[config.mk]
export PLATFORM = sky130hd
export DESIGN_NAME = adc_spi_responder_flat
export DESIGN_NICKNAME = d
export VERILOG_FILES = /design/src/rtl/adc_spi_responder_if.sv /design/src/rtl/adc_spi_responder.sv /design/src/flat_wrapper.sv
export SDC_FILE = /design/constraint.sdc
export NUM_CORES = 1
export LEC_CHECK = 0
export CAP_MARGIN = 15
export CELL_PAD_IN_SITES_DETAIL_PLACEMENT = 1
export CELL_PAD_IN_SITES_GLOBAL_PLACEMENT = 2
export CORE_AREA = 2 2 92 94
export DETAILED_ROUTE_END_ITERATION = 12
export DIE_AREA = 0 0 94 96
export PLACE_DENSITY = 0.9
export SLEW_MARGIN = 40
export SYNTH_ARGS = -nofsm -noshare
export SYNTH_HDL_FRONTEND = slang
export SYNTH_SLANG_ARGS = --single-unit
export TNS_END_PERCENT = 20
[constraint.sdc]
create_clock -name clk -period 3.3 [get_ports clk]
set_input_delay 0.495 -clock clk [delete_from_list [all_inputs] [get_ports clk]]
set_output_delay 0.495 -clock clk [all_outputs]
set_load 0.01 [all_outputs]
[src/rtl/adc_spi_responder_if.sv]
// SPI link between an initiator and adc_spi_responder.
// Mode 0: sck idles low, data is sampled on the rising edge and shifted on
// the falling edge. cs_n is active-low framing.
interface adc_spi_responder_if;
    logic sck;
    logic cs_n;
    logic sdi;
    logic sdo;

    modport master (output sck, output cs_n, output sdi, input sdo);
    modport slave  (input sck, input cs_n, input sdi, output sdo);
endinterface

[src/rtl/adc_spi_responder.sv]
// adc_spi_responder: SPI target that behaves like a 2-channel, 12-bit ADC.
// Command on sdi: start bit (leading zeros skipped), SGL, ODD, MSBF.
// Response on sdo: one null bit, then B11..B0, then (optionally) B1..B11.
// Optional LSB-first tail is built only when ADC_LSBF_EN is defined.
//
// Handshake: cmd_valid is a single-clk strobe with no back-pressure; it fires
// when MSBF is sampled, and cmd_sgl/cmd_odd hold the decoded command from
// that point until the next command overwrites them.
module adc_spi_responder #(
    parameter int SYNC_STAGES = 2
) (
    input  logic                clk,
    input  logic                reset,
    adc_spi_responder_if.slave  spi,
    input  logic [11:0]         sample_ch0,
    input  logic [11:0]         sample_ch1,
    output logic                busy,
    output logic                cmd_valid,
    output logic                cmd_sgl,
    output logic                cmd_odd,
    output logic [3:0]          dbg_state
);

    typedef enum logic [3:0] {
        S_IDLE  = 4'd0,
        S_START = 4'd1,
        S_SGL   = 4'd2,
        S_ODD   = 4'd3,
        S_MSBF  = 4'd4,
        S_NULL  = 4'd5,
        S_DATA  = 4'd6,
`ifdef ADC_LSBF_EN
        S_LSBF  = 4'd7,
`endif
        S_DONE  = 4'd8
    } state_t;

    state_t                 state;
    logic [SYNC_STAGES-1:0] sck_sync;
    logic [SYNC_STAGES-1:0] cs_sync;
    logic [SYNC_STAGES-1:0] sdi_sync;
    logic                   sck_prev;
    logic                   sck_s;
    logic                   cs_s;
    logic                   sdi_s;
    logic                   rise;
    logic                   fall;
    logic                   armed;
    logic                   sdo_q;
    logic [3:0]             bit_cnt;
    logic [11:0]            result;
    logic [12:0]            diff;
    logic [11:0]            next_result;
`ifdef ADC_LSBF_EN
    logic                   msbf_q;
`endif

    assign sck_s     = sck_sync[SYNC_STAGES-1];
    assign cs_s      = cs_sync[SYNC_STAGES-1];
    assign sdi_s     = sdi_sync[SYNC_STAGES-1];
    // Edges come from one synced history bit, so a rise and a fall can never
    // both be seen in the same clk.
    assign rise      = sck_s & ~sck_prev;
    assign fall      = ~sck_s & sck_prev;
    assign spi.sdo   = sdo_q;
    assign busy      = (state != S_IDLE);
    assign dbg_state = state;

    // Bring the asynchronous SPI inputs into the clk domain.
    always_ff @(posedge clk or negedge reset) begin
        if (!reset) begin
            sck_sync <= '0;
            cs_sync  <= '0;
            sdi_sync <= '0;
            sck_prev <= 1'b0;
        end else begin
            sck_sync <= (sck_sync << 1) | SYNC_STAGES'(spi.sck);
            cs_sync  <= (cs_sync << 1)  | SYNC_STAGES'(spi.cs_n);
            sdi_sync <= (sdi_sync << 1) | SYNC_STAGES'(spi.sdi);
            sck_prev <= sck_s;
        end
    end

    // Conversion result for the command currently held in cmd_sgl/cmd_odd;
    // differential results are computed 13-bit and clamped at zero.
    always_comb begin
        diff        = 13'd0;
        next_result = 12'd0;
        if (cmd_sgl) begin
            next_result = cmd_odd ? sample_ch1 : sample_ch0;
        end else begin
            diff = cmd_odd ? ({1'b0, sample_ch1} - {1'b0, sample_ch0})
                           : ({1'b0, sample_ch0} - {1'b0, sample_ch1});
            next_result = diff[12] ? 12'd0 : diff[11:0];
        end
    end

    // Command decode and response shifter. armed is set only after cs_n has
    // been seen high, so a reset in mid-frame waits for a fresh cs_n frame.
    always_ff @(posedge clk or negedge reset) begin
        if (!reset) begin
            state     <= S_IDLE;
            sdo_q     <= 1'b0;
            cmd_valid <= 1'b0;
            cmd_sgl   <= 1'b0;
            cmd_odd   <= 1'b0;
            bit_cnt   <= 4'd0;
            result    <= 12'd0;
            armed     <= 1'b0;
`ifdef ADC_LSBF_EN
            msbf_q    <= 1'b0;
`endif
        end else begin
            cmd_valid <= 1'b0;
            if (cs_s) begin
                state   <= S_IDLE;
                sdo_q   <= 1'b0;
                bit_cnt <= 4'd0;
                armed   <= 1'b1;
            end else begin
                case (state)
                    S_IDLE: begin
                        // sck edges seen here (including one coinciding
                        // with the cs_n fall) are deliberately ignored.
                        if (armed) state <= S_START;
                    end
                    S_START: begin
                        if (rise && sdi_s) state <= S_SGL;
                    end
                    S_SGL: begin
                        if (rise) begin
                            cmd_sgl <= sdi_s;
                            state   <= S_ODD;
                        end
                    end
                    S_ODD: begin
                        if (rise) begin
                            cmd_odd <= sdi_s;
                            state   <= S_MSBF;
                        end
                    end
                    S_MSBF: begin
                        if (rise) begin
`ifdef ADC_LSBF_EN
                            msbf_q    <= sdi_s;
`endif
                            result    <= next_result;
                            cmd_valid <= 1'b1;
                            state     <= S_NULL;
                        end
                    end
                    S_NULL: begin
                        if (fall) begin
                            sdo_q   <= 1'b0;
                            bit_cnt <= 4'd11;
                            state   <= S_DATA;
                        end
                    end
                    S_DATA: begin
                        if (fall) begin
                            sdo_q <= result[bit_cnt];
                            if (bit_cnt == 4'd0) begin
`ifdef ADC_LSBF_EN
                                if (!msbf_q) begin
                                    bit_cnt <= 4'd1;
                                    state   <= S_LSBF;
                                end else begin
                                    state   <= S_DONE;
                                end
`else
                                state <= S_DONE;
`endif
                            end else begin
                                bit_cnt <= bit_cnt - 4'd1;
                            end
                        end
                    end
`ifdef ADC_LSBF_EN
                    S_LSBF: begin
                        if (fall) begin
                            sdo_q <= result[bit_cnt];
                            if (bit_cnt == 4'd11) state <= S_DONE;
                            else                  bit_cnt <= bit_cnt + 4'd1;
                        end
                    end
`endif
                    S_DONE: begin
                        if (fall) sdo_q <= 1'b0;
                    end
                    default: state <= S_IDLE;
                endcase
            end
        end
    end

endmodule

[src/flat_wrapper.sv]
// flat-port wrapper written by rule: the top's interface ports become plain ports
module adc_spi_responder_flat 
#(
    parameter int SYNC_STAGES = 2
)
  (clk, reset, sample_ch0, sample_ch1, busy, cmd_valid, cmd_sgl, cmd_odd, dbg_state, spi_sck, spi_cs_n, spi_sdi, spi_sdo);
  adc_spi_responder_if spi_i ();
  input  logic clk;
  input  logic reset;
  input  logic [11:0] sample_ch0;
  input  logic [11:0] sample_ch1;
  output logic busy;
  output logic cmd_valid;
  output logic cmd_sgl;
  output logic cmd_odd;
  output logic [3:0] dbg_state;
  input wire logic [$bits(spi_i.sck)-1:0] spi_sck;
  input wire logic [$bits(spi_i.cs_n)-1:0] spi_cs_n;
  input wire logic [$bits(spi_i.sdi)-1:0] spi_sdi;
  output wire logic [$bits(spi_i.sdo)-1:0] spi_sdo;
  assign spi_i.sck = spi_sck;
  assign spi_i.cs_n = spi_cs_n;
  assign spi_i.sdi = spi_sdi;
  assign spi_sdo = spi_i.sdo;
  adc_spi_responder #(.SYNC_STAGES(SYNC_STAGES)) u_core (.clk(clk), .reset(reset), .spi(spi_i), .sample_ch0(sample_ch0), .sample_ch1(sample_ch1), .busy(busy), .cmd_valid(cmd_valid), .cmd_sgl(cmd_sgl), .cmd_odd(cmd_odd), .dbg_state(dbg_state));
endmodule
==> run_results.csv, run 1 <==
group,metric,value,unit
worst_hold_path,holdPathEnd,"u_core.cs_sync[1]",
placed_design,dpl.cell_count,472,
global_route,gr-usage-met3,0.0266,
logic_synthesis,synth-xor-area-share,0.0318,
critical_path,r2r-end,"u_core.result[7]",
logic_synthesis,muxShareOfSynthArea,0.0513,
global_route,grt_pass1_wl,12.5,mm
clock_network,cts_inserted_buffers,5,
global_route,grt_antenna_before_repair,0,
floorplan,fp.dieH,96,microns
timing,slew_limit_fails,0,
global_route,grt-ovfl-total,0,
logic_synthesis,synth_top_cells_by_area,"dfrtp_1 29%, ha_1 11%, a21oi_1 6.2%, nand2_1 5.2%, o21ai_0 4.9%",
logic_synthesis,synthMostInstantiatedCell,"nand2_1",
timing,final.setup.worst_slack,493,ps
timing,report.final.hold_viol_count,0,
placed_design,dp_worst_setup_slack,203,ps
clock_network,clk_root_buffer_cell,"clkbuf_8",
logic_synthesis,synth_fa_ha_area_frac,0.128,
timing,achievable-frequency,356,MHz
logic_synthesis,synth_top_area_share,0.291,
critical_path,cp.arrival,2960,ps
logic_synthesis,synth_cell_type_count,46,
routing,vias,2528,
logic_synthesis,synth_area_leader_cell,"dfrtp_1",
power_and_ir_drop,power.density,447,mW/mm^2
worst_hold_path,hold_start,"u_core.cs_sync[0]",
placed_design,gp_congestion,0.870,
global_route,grt_start_max_net_pins,33,
timing,finalWorstPathRequiredPeriod,2810,ps
timing,finalSetupTns,0,ps
routing,first_pass_iters,4,
timing,rsz0062_at_grt,"no",
floorplan,ios,38,
critical_path,crit_path_start_kind,"input port",
routing,drt_iter0_markers,130,
power_and_ir_drop,total_leakage_power,1.42,nW
layout,syn2layout_area_growth,19.4,%
worst_hold_path,holdCritPathClass,"flip-flop to flip-flop",
layout,antennaDiodeCount,0,
clock_network,clock_sinks,32,
global_route,number_of_global_route_vias_before_repair,2585,
critical_path,minimum_setup_slack_among_reg_to_reg_paths,840,ps
logic_synthesis,post_syn_area_per_cell,7.98,sq um
timing,max_slew.worst_pin.slew,644,ps
placed_design,place.port_buffers,37,
power_and_ir_drop,max-vdd-ir-drop,0.000167,V
routing,routed_wl,7.32,mm
logic_synthesis,yosysSeqAreaShare,0.291,
logic_synthesis,postSynthCellCount,345,
global_route,most_crowded_layer_after_global_routing,"met2",
routing,detail_route.wl_per_cell,15.2,microns
logic_synthesis,synth.top_cells.by_count,"38 x nand2_1, 34 x a21oi_1, 34 x inv_1",
routing,detail_route.drc_violations,0,
logic_synthesis,synth_area,0.00275,sq mm
clock_network,clkSlewWorstSetupHoldPaths,60,ps
status,status,"finished clean",
clock_network,cts_tree,"done",
placed_design,hpwl,5.72,mm
critical_path,crit_fanout,7,
clock_network,holdBufCountCts,0,
routing,routed_via_density,5.27,
floorplan,initial_utilization,0.342,
logic_synthesis,synth-simple-area-share,0.179,
logic_synthesis,synth_top_family_by_area,"compound AO/OA/AOI/OAI gates",
layout,layout-drive-gt1-share,0.0507,
timing,post-route-period-util,0.850,
clock_network,clock_path_buffers,2,
clock_network,worstSkewPairLatency,280,ps
logic_synthesis,synth-async-reset-ratio,1.00,
layout,post_layout_nonfiller_instances,480,
global_route,gr-usage-met2,0.292,
layout,filler_cells_inserted,976,
clock_network,post_cts_resize_count,0,
timing,worst_skew,8.71,ps
critical_path,reg2regPathDepth,6,
floorplan,dieArea,0.00902,sq mm
critical_path,criticalPathCategory,"input port to flip-flop",
global_route,grt_use_total,0.172,
floorplan,fp-row-count,33,
worst_hold_path,hold-path-cell-count,0,
logic_synthesis,dominantRegCellSynth,"dfrtp_1",
clock_network,h_tree_level_count,2,
global_route,grt_use_met1,0.238,
power_and_ir_drop,fin_total_pwr,1.47,mW
logic_synthesis,synth_edf_count,0,
logic_synthesis,synthesis.nets,401,
critical_path,worst-endpoint-required,3450,ps
critical_path,r2r_start,"u_core.cmd_odd",
clock_network,cts.repair_timing.setup_buffer_count,0,
timing,finalSetupViolCount,0,
logic_synthesis,synth-compound-area-share,0.247,
floorplan,fp.dieW,94,microns
flow_run,max_cap_violations,0,
floorplan,fp.coreArea,0.00805,sq mm
logic_synthesis,synth_warnings,0,
timing,slew_headroom,0.570,
layout,postLayoutCoreUtil,0.409,
layout,final_nets,430,
routing,antenna_left,0,
logic_synthesis,number_of_synthesized_register_bits,32,
critical_path,endpoint_kind_of_the_worst_setup_timing_path,"flip-flop",
cell usage in the layout, fill, tap and decap left out, types with 2 or more instances in the layout:
master           netlist  layout
nor2_1                33      33
mux4_2                 3       3
dfrtp_1               32      32
inv_1                 34      34
o211ai_1              10      10
nor2b_1                5       5
clkbuf_8               0       6
clkbuf_1              16       2
nand2b_1               6       6
xor2_1                 7       7
o22ai_1                3       3
nor4_1                 2       2
nand2_1               38      38
clkdlybuf4s50_1        0      37
nand3b_1               3       3
a21oi_1               34      34
o21ai_0               27      27
ha_1                  25      25
mux2i_1                4       4
o21ai_1                5       5
fa_1                   2       2
a31oi_1                2       2
a211oi_1               5       5
mux2_2                 3       3
nand3_1                4       4
a21o_1                 3       3
a221oi_1               7       7
nor3_1                 6       6
xnor2_1                3       3
and3_1                 5       5
buf_4                  0       2
layer usage:
layer,share of wire,routed length (microns),vias to the layer above
met4,0.0064,47,0
met2,0.48,3510,34
met5,0,0,-
met1,0.49,3580,1223
li1,-,-,1265
met3,0.025,183,6
layout make-up:
cell class	instances	area (sq um)	share of cell area
multi-input combinational	262	1750	0.533
sequential	32	801	0.243
timing repair buffer	39	385	0.117
tap	105	131	0.0399
inverter	34	128	0.0388
clock buffer	8	90.1	0.0274
power breakdown:
group	switching [mW]	internal, mW
logic	0.334	0.283
clock network	0.141	0.170
registers	0.105	0.437
how the worst max path moves through the flow:
stage                              from                to  slack, ps  cells past startpoint
final                     sample_ch0[1]  u_core.result[3]        490                      9
after global routing      sample_ch1[0]  u_core.result[0]        310                     11
after CTS                 sample_ch0[1]  u_core.result[3]        510                      9
after detailed placement  sample_ch0[1]  u_core.result[3]        200                      9
after global placement    sample_ch0[1]  u_core.result[0]        360                      9
after floorplan           sample_ch0[0]  u_core.result[0]        990                     10
worst max-delay path: stages:
cell             delay [ps]
clkdlybuf4s50_1         540
inv_1                   110
fa_1                    460
mux2i_1                 340
o211ai_1                150
a22oi_2                 250
o41ai_4                 180
a221oi_1                350
nor2_1                   90
stage by stage:
stage	instance area [sq um]	hold WS, ps
floorplan	2750	199
detailed placement	3200	344
finish	3290	356
global route	3290	368
global placement	3200	333
CTS	3290	359
sequential cells by signal (all words and copies together) (netlist names):
| register | count |
|---|---|
| u_core.sck_prev | 1 |
| u_core.sdi_sync | 2 |
| u_core.cmd_valid | 1 |
| u_core.dbg_state | 4 |
| u_core.cs_sync | 2 |
| u_core.sck_sync | 2 |
| u_core.armed | 1 |
| u_core.cmd_odd | 1 |
| u_core.bit_cnt | 4 |
| u_core.cmd_sgl | 1 |
| u_core.result | 12 |
| u_core.spi.sdo | 1 |
kinds of logic after synthesis:
kind of cell             count (synthesis)
adder cells (fa/ha/maj)                 27
AO/OA/AOI/OAI                          107
XOR/XNOR                                10
AND/OR/NAND/NOR                        108
multiplexers                            10
buffers and inverters                   51
flip-flops                              32
No activity file was read; power rests on OpenSTA's default activity.
==> inputs of run 2 (changes only) <==
Settings changed: CORE_AREA 2 2 92 94 to 2 2 85 87, DIE_AREA 0 0 94 96 to 0 0 87 89, DONT_BUFFER_PORTS set to 1, PLACE_DENSITY 0.9 to 0.91.
==> run 2 against run 1 <==
  * Register-to-register slack worse by 50 ps
  * Clock-buffer cell count shrank 1
  * Core utilization is 2.6 points higher
  * Design area fell by 11%
  * First-iteration DRC count fell by 45%
  * Via count shrank 5.1%
  * Maximum frequency increased by 12%
  * Combinational power is 15% lower
  * Die area is 14% lower
==> run_results.csv, run 2 (synthesized netlist as in run 1, its figures left out) <==
group,metric,value,unit
status,status,"finished clean",
global_route,grt_antenna_before_repair,0,
power_and_ir_drop,clkPwrFrac,0.231,
critical_path,crit_path_start_kind,"flip-flop",
flow_run,max_cap_violations,0,
global_route,grt_pass1_wl,12.0,mm
placed_design,gp_congestion,0.843,
timing,report.final.hold_viol_count,0,
timing,slew_headroom,0.484,
routing,met1Wirelength,3.37,mm
power_and_ir_drop,total_leakage_power,1.30,nW
global_route,grt_start_max_net_pins,33,
floorplan,fp-row-count,30,
clock_network,clk_root_buffer_cell,"clkbuf_8",
clock_network,cts_tree,"done",
timing,finalSetupTns,0,ps
power_and_ir_drop,power.share.combinational,0.371,
routing,first_pass_iters,4,
floorplan,initial_utilization,0.410,
layout,filler_cells_inserted,835,
timing,achievable-frequency,398,MHz
critical_path,criticalPathCategory,"flip-flop to flip-flop",
clock_network,clock_sinks,32,
routing,routed_wl,7.14,mm
timing,max_slew.worst_pin.slew,773,ps
routing,vias,2399,
layout,syn2layout_area_growth,6.09,%
routing,wl_met3,266,microns
timing,slew_limit_fails,0,
critical_path,minimum_setup_slack_among_reg_to_reg_paths,790,ps
layout,largest_reg_flops,12,
global_route,grt_use_total,0.195,
routing,top_layer_used,"met4",
layout,final_common_cell,"nand2_1",
routing,route.met2.wl,3.38,mm
clock_network,clock_path_buffers,2,
layout,final_nets,395,
power_and_ir_drop,seqPwrFrac,0.397,
floorplan,ios,38,
timing,post-route-period-util,0.762,
power_and_ir_drop,power.density,481,mW/mm^2
routing,drt_iter0_markers,72,
power_and_ir_drop,p_sw_frac,0.405,
timing,worst_skew,5.61,ps
critical_path,endpoint_kind_of_the_worst_setup_timing_path,"flip-flop",
critical_path,cp.arrival,2730,ps
layout,antennaDiodeCount,0,
clock_network,clkSlewWorstSetupHoldPaths,70,ps
worst_hold_path,holdCritPathClass,"input port to async pin",
floorplan,dieArea,0.00774,sq mm
power_and_ir_drop,switching_power,568,uW
clock_network,h_tree_level_count,2,
clock_network,worstSkewPairLatency,280,ps
critical_path,worst-endpoint-required,3510,ps
placed_design,hpwl,5.49,mm
layout,layout-drive-gt1-share,0.0649,
placed_design,place.port_buffers,0,
layout,final_cell_mix,"38 x nand2_1, 34 x inv_1, 34 x a21oi_1",
layout,largest_register,"u_core.result",
routing,detail_route.wl_per_cell,17.0,microns
layout,final_instance_area,0.00292,sq mm
critical_path,crit_fanout,18,
floorplan,fp.coreArea,0.00672,sq mm
routing,routed_via_density,5.73,
timing,finalSetupViolCount,0,
global_route,number_of_global_route_vias_before_repair,2535,
placed_design,placement.cell_area,0.00281,sq mm
floorplan,fp.dieH,89,microns
floorplan,fp.dieW,87,microns
power_and_ir_drop,max-vdd-ir-drop,0.000160,V
routing,antenna_left,0,
clock_network,cts_inserted_buffers,5,
timing,finalWorstPathRequiredPeriod,2510,ps
power_and_ir_drop,p_int,836,uW
routing,detail_route.drc_violations,0,
global_route,grt-ovfl-total,0,
timing,rsz0062_at_grt,"no",
## run 2: timing repair
| item | CTS | global route |
|---|---|---|
| buffers inserted | 0 | 0 |
| hold buffers | 1 | 0 |
| endpoints found under the hold margin | 32 | 0 |
| resized for setup | 0 | 0 |
## run 2: final timing paths
kind / end / cells past startpoint / start
worst max-delay path: u_core.result[5] / 6 / u_core.cmd_odd
worst min-delay path: u_core.dbg_state[1] / 1 / reset
worst max register to register: u_core.result[5] / 6 / u_core.cmd_odd
worst min register to register: u_core.cs_sync[1] / 0 / u_core.cs_sync[0]
max in group asynchronous: u_core.sck_sync[0] / 1 / reset
min in group clk: u_core.sck_sync[0] / 0 / spi_sck
## run 2: per-stage QoR
| stage | total power [mW] | hold WS (ps) | setup slack (ps) | cells | util |
|---|---|---|---|---|---|
| final | 1.40 | 31.1 | 785 | 419 | 0.435 |
| after global routing | 1.51 | 30.7 | 632 | 419 | 0.435 |
| after CTS | 1.41 | 37.1 | 822 | 419 | 0.435 |
| after global placement | 1.05 | 200 | 834 | 411 | 0.418 |
| after floorplan | 0.940 | 199 | 989 | 345 | - |
| after detailed placement | 1.07 | 200 | 691 | 411 | 0.418 |
## run 2: metal layers
layer / vias to the layer above / track usage
li1: 1196 / -
met1: 1157 / 0.257
met2: 39 / 0.328
met3: 7 / 0.0397
met4: 0 / 0.0540
met5: - / 0
## run 2: power groups by stage
stage	Combinational (mW)	Sequential [mW]	Clock (mW)
global placement	0.495	0.559	0
global route	0.590	0.571	0.351
floorplan	0.452	0.488	0
finish	0.522	0.558	0.324
detailed placement	0.510	0.565	0
CTS	0.525	0.557	0.330
## run 2: area by class of cell
| class | instances | area (sq um) | share of cell area |
|---|---|---|---|
| Multi-Input combinational cell | 262 | 1750 | 0.600 |
| Sequential cell | 32 | 801 | 0.274 |
| Timing Repair Buffer | 4 | 42.5 | 0.0146 |
| Tap cell | 80 | 100 | 0.0343 |
| Clock buffer | 7 | 96.3 | 0.0330 |
| Inverter | 34 | 128 | 0.0437 |
## run 2: worst max-delay path, stage by stage, from the launching register on
cell	delay (ps)
dfrtp_1	840
mux2i_1	280
o211ai_1	270
a22oi_2	130
o41ai_4	570
a221oi_1	210
nor2_1	140
